**config.mk**
```make
export PLATFORM = sky130hd
export DESIGN_NAME = vga_timing
export DESIGN_NICKNAME = d
export VERILOG_FILES = /design/src/rtl/vga_timing.sv
export SDC_FILE = /design/constraint.sdc
export NUM_CORES = 1
export LEC_CHECK = 0
export CAP_MARGIN = 0
export CORE_AREA = 2 2 77 57
export DETAILED_ROUTE_END_ITERATION = 16
export DIE_AREA = 0 0 79 59
export PLACE_DENSITY = 0.76
export SKIP_LAST_GASP = 1
export SYNTH_ARGS = -nofsm -noshare
export SYNTH_HDL_FRONTEND = slang
export SYNTH_SLANG_ARGS = --single-unit
export TNS_END_PERCENT = 30
```
**constraint.sdc**
```tcl
create_clock -name clk -period 6.1 [get_ports clk]
set_input_delay 1.22 -clock clk [delete_from_list [all_inputs] [get_ports clk]]
set_output_delay 1.22 -clock clk [all_outputs]
set_load 0.02 [all_outputs]
```
**src/rtl/vga_timing.sv**
```systemverilog
// Raster timing generator: free-running h/v counters with registered flags and
// strobes, plus hsync/vsync/de delayed PIPE pixel advances to match the pixel stage.
module vga_timing #(
    parameter int H_ACTIVE = 800,
    parameter int H_FP     = 40,
    parameter int H_SYNC   = 128,
    parameter int H_BP     = 88,
    parameter int V_ACTIVE = 600,
    parameter int V_FP     = 1,
    parameter int V_SYNC   = 4,
    parameter int V_BP     = 23,
    parameter int HS_POL   = 1,
    parameter int VS_POL   = 1,
    parameter int PIPE     = 2
) (
    input  logic        clk,
    input  logic        reset,
    input  logic        ena,
    output logic [10:0] hcnt,
    output logic [9:0]  vcnt,
    output logic        active,
    output logic        line_start,
    output logic        frame_start,
    output logic        vblank,
    output logic        vga_hs,
    output logic        vga_vs,
    output logic        de
);

    localparam int H_TOTAL = H_ACTIVE + H_FP + H_SYNC + H_BP;
    localparam int V_TOTAL = V_ACTIVE + V_FP + V_SYNC + V_BP;

    localparam logic [10:0] H_LAST   = 11'(H_TOTAL - 1);
    localparam logic [10:0] H_ACT    = 11'(H_ACTIVE);
    localparam logic [10:0] HS_START = 11'(H_ACTIVE + H_FP);
    localparam logic [10:0] HS_END   = 11'(H_ACTIVE + H_FP + H_SYNC);
    localparam logic [9:0]  V_LAST   = 10'(V_TOTAL - 1);
    localparam logic [9:0]  V_ACT    = 10'(V_ACTIVE);
    localparam logic [9:0]  VS_START = 10'(V_ACTIVE + V_FP);
    localparam logic [9:0]  VS_END   = 10'(V_ACTIVE + V_FP + V_SYNC);

    localparam logic HS_INV = (HS_POL == 0);
    localparam logic VS_INV = (VS_POL == 0);

    logic [10:0] hcnt_q, hcnt_d;
    logic [9:0]  vcnt_q, vcnt_d;
    logic        line_start_q, line_start_d;
    logic        frame_start_q, frame_start_d;
    logic        vblank_q, vblank_d;
    logic        hwrap;

    // Each stage is {active, vs_raw, hs_raw}; stage 0 is aligned with the counters.
    logic [PIPE:0][2:0] pipe_q;
    logic [2:0]         raw_d;

    always_comb begin
        hwrap  = (hcnt_q == H_LAST);
        hcnt_d = hwrap ? 11'd0 : hcnt_q + 11'd1;
        vcnt_d = vcnt_q;
        if (hwrap) begin
            vcnt_d = (vcnt_q == V_LAST) ? 10'd0 : vcnt_q + 10'd1;
        end
    end

    // Flags are computed from the next counter values so they describe the
    // counters they are registered alongside.
    always_comb begin
        raw_d[0]      = (hcnt_d >= HS_START) && (hcnt_d < HS_END);
        raw_d[1]      = (vcnt_d >= VS_START) && (vcnt_d < VS_END);
        raw_d[2]      = (hcnt_d < H_ACT) && (vcnt_d < V_ACT);
        line_start_d  = (hcnt_d == 11'd0);
        frame_start_d = (hcnt_d == 11'd0) && (vcnt_d == 10'd0);
        vblank_d      = (vcnt_d >= V_ACT);
    end

    always_ff @(posedge clk or negedge reset) begin
        if (!reset) begin
            hcnt_q        <= H_LAST;
            vcnt_q        <= V_LAST;
            line_start_q  <= 1'b0;
            frame_start_q <= 1'b0;
            vblank_q      <= 1'b1;
            pipe_q        <= '0;
        end else if (ena) begin
            hcnt_q        <= hcnt_d;
            vcnt_q        <= vcnt_d;
            line_start_q  <= line_start_d;
            frame_start_q <= frame_start_d;
            vblank_q      <= vblank_d;
            pipe_q[0]     <= raw_d;
            for (int i = 1; i <= PIPE; i++) begin
                pipe_q[i] <= pipe_q[i-1];
            end
        end
    end

    assign hcnt        = hcnt_q;
    assign vcnt        = vcnt_q;
    assign active      = pipe_q[0][2];
    assign line_start  = line_start_q;
    assign frame_start = frame_start_q;
    assign vblank      = vblank_q;
    assign vga_hs      = pipe_q[PIPE][0] ^ HS_INV;
    assign vga_vs      = pipe_q[PIPE][1] ^ VS_INV;
    assign de          = pipe_q[PIPE][2];

endmodule

```
**Word level (Yosys, flattened, before mapping)**

Index checks and enable logic that the tools add are counted.

- Muxes and demuxes: 3
- Order comparisons: 7
- Add/subtract/negate cells: 2
- Eq/ne operators: 2
- Reductions and logical operators: 6

Operators with widths:

| operator | number |
|---|---|
| $lt 11x10->1 const B | 2 |
| $ge 10x10->1 const B | 2 |
| $lt 10x10->1 const B | 2 |
| $mux 10 | 2 |
| $add 11x1->11 const B | 1 |
| $eq 11x11->1 const B | 1 |
| $ge 11x10->1 const B | 1 |
| $logic_not 11->1 | 1 |
| $mux 11 | 1 |
| $add 10x1->10 const B | 1 |
| $eq 10x10->1 const B | 1 |
| $logic_not 10->1 | 1 |
| $logic_and 1x1->1 | 4 |

- Output and inout port bits: 28
- Register bits after elaboration: 33

**Longest topological paths before layout**

- Word-level depth: 5
- Mapped depth: 9

**Worst setup path after synthesis**

OpenSTA, ideal clock, no wires.

- Path type: reg-to-reg
- Start point: reg hcnt_q[1] (netlist: hcnt[1])
- End point: reg pipe_q (netlist bit active)
- Path slack: 3637 ps
- Stages on the path, launching flop included: 10
- Path buffers: 2
- Data required time: 5961 ps
- Clock period less this slack: 2463 ps
- Data arrival time: 2324 ps
- Path through: dfstp_2 ha_1 and4_1 buf_2 nand3_2 buf_6 nor3_1 o31ai_4 a311oi_2 o32ai_1

- Word-level cells in the longest chain between the ends: 4
- Elaborated cells between the ends (all ways): 7

RTL lines:

| what | line | text |
|---|---|---|
| start, declared | 45 | `logic [10:0] hcnt_q, hcnt_d;` |
| start signal, assigned | 85 | `hcnt_q <= hcnt_d;` |
| $add 11x1->11 / $eq 11x11->1 (equally long branches) | 58, 57 |  |
| $mux 11 / $mux 10 (equally long branches) | 58, 60 |  |
| $lt 11x10->1 / $lt 10x10->1 (equally long branches) | 70 | `raw_d[2] = (hcnt_d < H_ACT) && (vcnt_d < V_ACT);` |
| $logic_and 1x1->1 * | 70 |  |
| end signal, assigned by index | 92 | `pipe_q[i] <= pipe_q[i-1];` |
| end, declared | 53 | `logic [PIPE:0][2:0] pipe_q;` |

Mark *: on every way between the ends. The rest lies on a longest branch, timed or not.
A chain may end at the register's enable or synchronous reset.

**Worst setup path in the final report**

- Start point: reg vcnt_q[0] (netlist: vcnt[0])
- End point: reg frame_start_q (netlist: frame_start)

- Word-level cells in the longest chain between the ends: 5
- Elaborated cells between the ends (all ways): 6

RTL lines:

| what | line | text |
|---|---|---|
| start, declared | 46 | `logic [9:0] vcnt_q, vcnt_d;` |
| start signal, assigned | 86 | `vcnt_q <= vcnt_d;` |
| $add 10x1->10 / $eq 10x10->1 (equally long branches) | 61 | `vcnt_d = (vcnt_q == V_LAST) ? 10'd0 : vcnt_q + 10'd1;` |
| $mux 10 | 61 |  |
| $mux 10 * | 60 | `if (hwrap) begin` |
| $logic_not 10->1 * | 72 | `frame_start_d = (hcnt_d == 11'd0) && (vcnt_d == 10'd0);` |
| $logic_and 1x1->1 * | 72 |  |
| end signal, assigned | 88 | `frame_start_q <= frame_start_d;` |
| end, declared | 48 | `logic frame_start_q, frame_start_d;` |

Marks and branches as above.

==> impl_metrics.toml <==
[routing]
drt-pass1-iter-count = 4
vias = 1794
wirelength_um = 4634
drc = 0
viasPerCell = 5.980
ant_nets = 0
wl_per_cell_um = 15.45
drt_iter0_markers = 120

[sta]
fin_crit_sh = 0.4674
skew_ps = 2.441
hold_viol = 0
setup_viol = 0
worstMarginPinSlew_ps = 922.9
clock.fmax_mhz = 350.7
setup_ws_ps = 3249
layout_min_cycle_time_ps = 2851
fin_setup_tns_ps = 0
rsz0062_at_grt = "false"
slew_headroom = 0.3791
finalMaxSlewViolations = 0

[power]
seqPwrFrac = 0.472
power_frac_clock = 0.247
power_switching_share = 0.3421
p_per_area_nw_per_um2 = 259.4
power_frac_comb = 0.280
p_leak_uw = 0.0008878
vdd_drop_max_uv = 217.9
switching_power_uw = 219.0
p_int_uw = 421.3

[logic_synthesis]
synthesis.nets = 229
synth_area_per_cell_um2 = 9.362
synth_top_cells_by_area = "dfrtp_1, dfstp_2, xnor2_1, o21ai_0, mux2_2"
synth_area_um2 = 2097
synthDistinctLibCells = 53
ys_seq_area_frac = 0.4016
async_reset_ff_frac = 1.000
synth_top_area_cell = "dfrtp_1"
synthFlopType = "dfrtp_1"
ys_ff_latch = 33
synth_cells = 224
synth_most_common_cell = "dfrtp_1"
synth_common_cells = "dfrtp_1, nand2_1, o21ai_0"
yosysTopAreaCellShare = 0.2387
synth_edf_count = 0
synth_warnings = 0

[worst_setup_path]
critPathKind = "flip-flop to flip-flop"
worstPathArrival_ps = 3030
endpoint_kind = "flip-flop"
reg2reg_depth = 7
crit_chain = "ha_1 > nand4bb_1 > nor4_1 > o21ai_0 > a21oi_1 > nand4_1 > o32ai_1"
critPathMaxFanout = 8
slowest_stage = "nor4_1"
required_ps = 6280
critPathLaunchType = "flip-flop"
reg2reg_setup_slack_ps = 3250
slowest_delay_ps = 770

[hold_path]
worstHoldPathCells = 2
hp-class = "flip-flop to flip-flop"

[global_route]
overflow = 0
grt_antenna_before_repair = 0
grt_max_degree = 39
track_usage = 0.2182
grt_pass1_vias = 1551
grt_pass1_wl_um = 7790

[run]
maxCapViolations = 0

[final_layout]
final_core_util = 0.6410
nNetsFinal = 252
drive_above_1_share = 0.1855
antenna_cells = 0
synthToLayoutAreaGrowth_pct = 17.72
instances_no_fill = 300

[placed_design]
io_buffers = 30
dp.cells = 292
gp_congestion = 0.8530
place_ws_ps = 3167
place_hpwl_um = 3245

[clocking]
clockBufferDepth = 2
cts_tree = "done"
cts_num_sinks = 33
clk_pin_slew_ps = 70
postCtsSetupRepairBufs = 0
htree_levels = 2
holdBufCountCts = 0
worstSkewPairLatency_ps = 280
cts.repair.resized = 0
clock-root-buffer = "clkbuf_8"
cts_buffers = 5

[die]
die_h_um = 59
row_count = 19
io-pin-count = 31
start_util = 0.5445
fp.dieArea_um2 = 4661
core_um2 = 3851
dieWidth_um = 79

[run_status]
status = "complete, no violations"
## layout make-up
class                      count  area [µm²]
clock inverter                 2       10.01
multi-input combinational    167        1134
fill                         331        1383
inverter                       8       30.03
clock buffer                   6       72.57
sequential                    33       842.1
timing repair buffer          32       315.3
tap                           52       65.06
## worst max-delay path: cells and delay by family, from the launching register on
family / cells / cell delay, ps
AND/OR/NAND/NOR: 3 / 1070
AO/OA/AOI/OAI: 3 / 850
flip-flops: 1 / 590
adder cells (fa/ha/maj): 1 / 230
## power by group through the flow
stage               Sequential, µW  Combinational [µW]  Clock (µW)
finish                         302                 179         158
global route                   311                 196         173
CTS                            303                 180         163
detailed placement             306                 179           0
global placement               305                 178           0
floorplan                      306                 114           0
## through the flow
| stage | cell area (µm²) | hold slack, ps | power (µW) |
|---|---|---|---|
| after floorplan | 2097 | 475.0 | 419.7 |
| after global placement | 2386 | 488.0 | 482.7 |
| after detailed placement | 2386 | 485.3 | 485.1 |
| after CTS | 2469 | 497.8 | 645.8 |
| after global routing | 2469 | 515.2 | 680.0 |
| final | 2469 | 496.5 | 640.3 |
## worst paths after layout
path / startpoint / end
worst max-delay path: vcnt[0]$_DFFE_PN1P_ / frame_start$_DFFE_PN0P_
worst min-delay path: vcnt[1]$_DFFE_PN1P_ / vcnt[1]$_DFFE_PN1P_
worst max register to register: vcnt[0]$_DFFE_PN1P_ / frame_start$_DFFE_PN0P_
worst min register to register: vcnt[1]$_DFFE_PN1P_ / vcnt[1]$_DFFE_PN1P_
max in group asynchronous: reset / hcnt[1]$_DFFE_PN1P_
min in group asynchronous: reset / pipe_q[5]$_DFFE_PN0P_
## layer usage
metal / GRT usage / wire length (µm)
met2: 0.2857 / 1892
met1: 0.3491 / 2333
met5: 0 / 0
met3: 0.06402 / 376
met4: 0.05172 / 30
## flip-flops by register name, indices dropped and copies added, names as in the netlist
register,cells
vblank,1
vcnt,10
active,1
vga_vs,1
de,1
hcnt,11
line_start,1
vga_hs,1
frame_start,1
pipe_q,5
## placed cells by master (no fill, tap or decap), types with 3 or more instances in the layout
cell type	netlist	final
inv_1	8	8
a31oi_1	3	3
nor2_1	11	11
a21oi_1	6	6
nor3_1	6	6
o21ai_0	19	19
or2_2	4	4
nand4_1	10	10
o32ai_1	3	3
clkbuf_8	0	5
nand3_1	11	11
dfrtp_1	20	20
xnor2_1	14	14
clkdlybuf4s50_1	0	30
mux2_2	7	7
dfstp_2	13	13
nand4b_1	3	3
nand2_1	19	19
nand3b_1	4	4
and3_1	5	5
or4_1	3	3
## logic make-up after synthesis
| kind of cell | share of synthesized area |
|---|---|
| buffers and inverters | 0.05788 |
| adders and majority gates | 0.01193 |
| AOI/OAI and AO/OA | 0.1677 |
| DFF | 0.4016 |
| xor gates and xnor gates | 0.05847 |
| muxes | 0.03759 |
| and+or+nand+nor | 0.2649 |
(Power assumes the default switching activity.)
